$ cat config.mk
export PLATFORM = sky130hd
export DESIGN_NAME = toggle_pulse_pacer
export DESIGN_NICKNAME = d
export VERILOG_FILES = /design/src/rtl/pacer_pkg.sv /design/src/rtl/sat_updown_cnt.sv /design/src/rtl/toggle_pulse_pacer.sv
export SDC_FILE = /design/constraint.sdc
export NUM_CORES = 1
export LEC_CHECK = 0
export BUFFER_PORTS_ARGS = -buffer_cell sky130_fd_sc_hd__buf_4
export CAP_MARGIN = 20
export CORE_MARGIN = 2
export CORE_UTILIZATION = 55
export CTS_BUF_LIST = sky130_fd_sc_hd__clkbuf_8
export CTS_CLUSTER_SIZE = 14
export DETAILED_ROUTE_END_ITERATION = 8
export GPL_ROUTABILITY_DRIVEN = 0
export PLACE_DENSITY = 0.77
export SLEW_MARGIN = 20
export SYNTH_ARGS = -nofsm -noshare
export SYNTH_HDL_FRONTEND = slang
export SYNTH_SLANG_ARGS = --single-unit
$ cat constraint.sdc
create_clock -name macCoreClk -period 3.6 [get_ports macCoreClk]
set_clock_uncertainty 0.1 [all_clocks]
set_input_delay 0.72 -clock macCoreClk [delete_from_list [all_inputs] [get_ports macCoreClk]]
set_output_delay 0.72 -clock macCoreClk [all_outputs]
set_load 0.05 [all_outputs]
$ cat src/rtl/pacer_pkg.sv
// Shared definitions for the toggle pulse pacer: FSM encoding and MIN_GAP limits.
package pacer_pkg;

    typedef enum logic {
        IDLE = 1'b0,
        GAP  = 1'b1
    } pacer_state_e;

    localparam int unsigned PACER_MIN_GAP_DEF = 4;
    localparam int unsigned PACER_MIN_GAP_LO  = 2;
    localparam int unsigned PACER_MIN_GAP_HI  = 255;
    localparam int unsigned PACER_GAP_W       = 8;

    function automatic bit pacer_min_gap_ok(input int unsigned gap);
        return (gap >= PACER_MIN_GAP_LO) && (gap <= PACER_MIN_GAP_HI);
    endfunction

endpackage

$ cat src/rtl/sat_updown_cnt.sv
// Saturating up/down counter with synchronous clear; ovf flags an increment lost at full scale.
module sat_updown_cnt #(
    parameter int unsigned WIDTH = 4
) (
    input  logic             clk,
    input  logic             rst,
    input  logic             inc,
    input  logic             dec,
    input  logic             clr,
    output logic [WIDTH-1:0] cnt,
    output logic             ovf
);

    always_comb begin
        ovf = inc && !dec && !clr && (cnt == '1);
    end

    always_ff @(posedge clk or posedge rst) begin
        if (rst) begin
            cnt <= '0;
        end else if (clr) begin
            cnt <= '0;
        end else if (inc && !dec && (cnt != '1)) begin
            cnt <= cnt + WIDTH'(1);
        end else if (dec && !inc && (cnt != '0)) begin
            cnt <= cnt - WIDTH'(1);
        end
    end

endmodule

$ cat src/rtl/toggle_pulse_pacer.sv
// Buffers incoming event pulses and re-emits them one at a time, at least MIN_GAP cycles apart,
// ahead of a toggle synchronizer so no event is merged or lost.
module toggle_pulse_pacer
    import pacer_pkg::*;
#(
    parameter int unsigned CNT_WIDTH = 4,
    parameter int unsigned MIN_GAP   = PACER_MIN_GAP_DEF
) (
    input  logic                 macCoreClk,
    input  logic                 hardReset,
    input  logic                 pulseIn,
    input  logic                 flush,
    input  logic                 clearOverflow,
    output logic                 pulseOut,
    output logic [CNT_WIDTH-1:0] pendingCnt,
    output logic                 overflow,
    output logic                 busy
);

    if (!pacer_min_gap_ok(MIN_GAP)) begin : g_bad_min_gap
        $error("toggle_pulse_pacer: MIN_GAP=%0d outside legal range 2..255", MIN_GAP);
    end

    localparam logic [PACER_GAP_W-1:0] GAP_LOAD = PACER_GAP_W'(MIN_GAP - 1);

    pacer_state_e           state;
    logic [PACER_GAP_W-1:0] gapCnt;
    logic                   work;
    logic                   fire;
    logic                   cntOvf;

    // gapCnt reads MIN_GAP-1 in the pulse cycle and 0 in the last gap cycle,
    // so a decision taken at 0 lands exactly MIN_GAP cycles after the previous pulse.
    always_comb begin
        work = ((pendingCnt != '0) || pulseIn) && !flush;
        fire = work && ((state == IDLE) || (gapCnt == '0));
    end

    sat_updown_cnt #(
        .WIDTH (CNT_WIDTH)
    ) u_pending (
        .clk (macCoreClk),
        .rst (hardReset),
        .inc (pulseIn),
        .dec (fire),
        .clr (flush),
        .cnt (pendingCnt),
        .ovf (cntOvf)
    );

    always_ff @(posedge macCoreClk or posedge hardReset) begin
        if (hardReset) begin
            state    <= IDLE;
            gapCnt   <= '0;
            pulseOut <= 1'b0;
            overflow <= 1'b0;
        end else begin
            pulseOut <= fire;

            if (cntOvf) begin
                overflow <= 1'b1;
            end else if (clearOverflow) begin
                overflow <= 1'b0;
            end

            if (fire) begin
                state  <= GAP;
                gapCnt <= GAP_LOAD;
            end else if (state == GAP) begin
                if (gapCnt == '0) begin
                    state <= IDLE;
                end else begin
                    gapCnt <= gapCnt - PACER_GAP_W'(1);
                end
            end
        end
    end

    always_comb begin
        busy = (state == GAP) || (pendingCnt != '0);
    end

endmodule
==> flow_metrics.env <==
export IMPL_dieArea_um2=1860
export IMPL_pwr_share_clk_pct=19.4
export IMPL_clock_fmax_mhz=328
export IMPL_hold_viol=0
export IMPL_antenna_found_initial=0
export IMPL_grt_max_degree=16
export IMPL_track_usage_pct=18.6
export IMPL_synth_top_area_cell="dfrtp_1"
export IMPL_dp_hpwl_mm=1.07
export IMPL_synth_avg_cell_area_um2=10.2
export IMPL_synth_most_common_cell="dfrtp_1"
export IMPL_ys_seq_elements=15
export IMPL_period_minus_slack_ps=3050
export IMPL_cp_end_kind="flop"
export IMPL_final_setup_viol_count=0
export IMPL_maxCapViolCount=0
export IMPL_p_leak_nw=0.471
export IMPL_ys_top_cells_by_area="dfrtp_1 (45%), ha_1 (4.5%), nor2_1 (4.5%)"
export IMPL_synth_edf_count=0
export IMPL_report_final_slew_viol_count=0
export IMPL_initial_core_util_pct=57.1
export IMPL_finalWorstSetupSlack_ps=552
export IMPL_drtIter0Drc=7
export IMPL_dieWidth_um=43.1
export IMPL_syn_area_um2=840
export IMPL_p_sw_share_pct=38.4
export IMPL_p_comb_share_pct=37.7
export IMPL_hold_class="flop to flop"
export IMPL_run_status="finished, final reports clean"
export IMPL_grt_setup_unrepaired="no"
export IMPL_syn_num_nets=91
export IMPL_post_place_ws_ps=563
export IMPL_nets=105
export IMPL_synth_ff_type="dfrtp_1"
export IMPL_first_pass_iters=4
export IMPL_wl_per_cell_um=12.7
export IMPL_io_buffers=11
export IMPL_path_max_fanout=9
export IMPL_via_per_inst=5.50
export IMPL_cts_max_path_buffers=2
export IMPL_setup_tns_ps=0
export IMPL_netlist_instances=82
export IMPL_ys_types=34
export IMPL_route_detailed_drc=0
export IMPL_ys_seq_area_share_pct=44.7
export IMPL_arrival_ps=3080
export IMPL_clock_latency_ps=240
export IMPL_vias=610
export IMPL_power_internal_w=0.000412
export IMPL_seqPwrFrac_pct=42.9
export IMPL_relSlewSlack_pct=62.7
export IMPL_cts_hold_buf=0
export IMPL_synth_top_cells_by_count="dfrtp_1 (15), nor2_1 (10), inv_1 (8)"
export IMPL_htreeDepth=1
export IMPL_cts_tree="built"
export IMPL_synth_top_cell_area_share_pct=44.7
export IMPL_p_per_area_nw_per_um2=688
export IMPL_cts_resized=0
export IMPL_diodes=0
export IMPL_switchingPower_w=0.000257
export IMPL_max_vdd_ir_drop_uv=351
export IMPL_grt_first_pass_wirelength_mm=2.54
export IMPL_coreArea_um2=1470
export IMPL_root_buffer="clkbuf_8"
export IMPL_area_delta_synth_final_pct=15.8
export IMPL_numCtsBuffers=3
export IMPL_ios=12
export IMPL_async_flop_share_pct=100
export IMPL_worst_pin_slew_ps=559
export IMPL_postCtsSetupRepairBufs=0
export IMPL_clkSlewWorstSetupHoldPaths_ps=60
export IMPL_drive_gt1_share_pct=22.1
export IMPL_startpoint_type="flop"
export IMPL_synth_warnings=0
export IMPL_cp_required_ps=3630
export IMPL_ant_nets=0
export IMPL_cts_sinks=15
export IMPL_chipHeight_um=43.1
export IMPL_grt_pass1_vias=593
export IMPL_timing_worst_setup_path_type="flop to flop"
export IMPL_fin_crit_sh_pct=84.7
export IMPL_grt_overflow_total=0
export IMPL_drt_wl_total_mm=1.41
export IMPL_row_count=14
## worst max-delay path, stage by stage (launching register included)
cell and delay [ps]:
dfrtp_1 390, inv_1 80, ha_1 160, or3b_2 450, o31a_1 380, nor2_1 120
or2_2 140, ha_1 260, a21oi_1 150, nand2_1 100, a41oi_1 250, mux2_1 350
## layer usage
layer | up-vias | global-route usage (%) | routed length (µm)
met5 | - | 0 | 0
met4 | 0 | 9.09 | 42
met3 | 5 | 3.83 | 52
met2 | 10 | 27.6 | 654
met1 | 290 | 26.0 | 662
li1 | 305 | - | -
## power groups by stage
| stage | Combinational [W] | Sequential, W | Clock [W] |
|---|---|---|---|
| finish | 0.000252 | 0.000287 | 0.000130 |
| floorplan | 0.000175 | 0.000308 | 0 |
| global route | 0.000288 | 0.000297 | 0.000142 |
| global placement | 0.000246 | 0.000286 | 0 |
| detailed placement | 0.000252 | 0.000289 | 0 |
| CTS | 0.000255 | 0.000286 | 0.000134 |
## cells by family after synthesis
kind of cell             count (synthesis)  share of synthesized area, %
XOR/XNOR                                 4                          4.17
AO/OA/AOI/OAI                           12                          11.0
AND/OR/NAND/NOR                         32                          20.3
buffers and inverters                   10                          5.36
multiplexers                             5                          7.60
adder cells (fa/ha/maj)                  4                          6.86
flip-flops                              15                          44.7
## through the flow
| stage | utilization, % | power (W) | hold WS [ps] | instances | cell area (µm²) |
|---|---|---|---|---|---|
| final | 66.1 | 0.000669 | 367 | 111 | 972 |
| after global routing | 66.1 | 0.000727 | 397 | 111 | 972 |
| after CTS | 66.1 | 0.000674 | 373 | 111 | 972 |
| after detailed placement | 63.0 | 0.000541 | 365 | 107 | 927 |
| after global placement | 63.0 | 0.000532 | 351 | 107 | 927 |
| after floorplan | - | 0.000483 | 340 | 82 | 840 |
## state kept, by name (all words and copies together), names as in the netlist
| register | count |
|---|---|
| u_pending.cnt | 4 |
| gapCnt | 8 |
| state | 1 |
| pulseOut | 1 |
| overflow | 1 |
## worst paths after layout
path	start	to	slack, ps	cells past startpoint
max	gapCnt[0]	u_pending.cnt[3]	550	11
min	gapCnt[0]	gapCnt[0]	370	1
max reg2reg	gapCnt[0]	u_pending.cnt[3]	550	11
min reg2reg	gapCnt[0]	gapCnt[0]	370	1
max in group asynchronous	hardReset	gapCnt[6]	2600	2
min in group asynchronous	hardReset	u_pending.cnt[3]	430	2
## area by class of cell
type | count | area, µm²
clock buffer | 3 | 41.3
clock inverter | 1 | 3.75
fill | 125 | 499
inverter | 8 | 30.0
multi-input combinational | 57 | 419
sequential | 15 | 375
tap | 16 | 20.0
timing repair buffer | 11 | 82.6
## cells in the final DEF (no fill, tap or decap), types with 3 or more instances in the layout
master,n
buf_4,11
nor2_1,10
a21oi_1,3
dfrtp_1,15
nand2_1,5
mux2i_1,3
ha_1,3
clkbuf_8,3
nand2b_1,3
inv_1,9
Note: power is estimated with default switching activity, not from simulation.
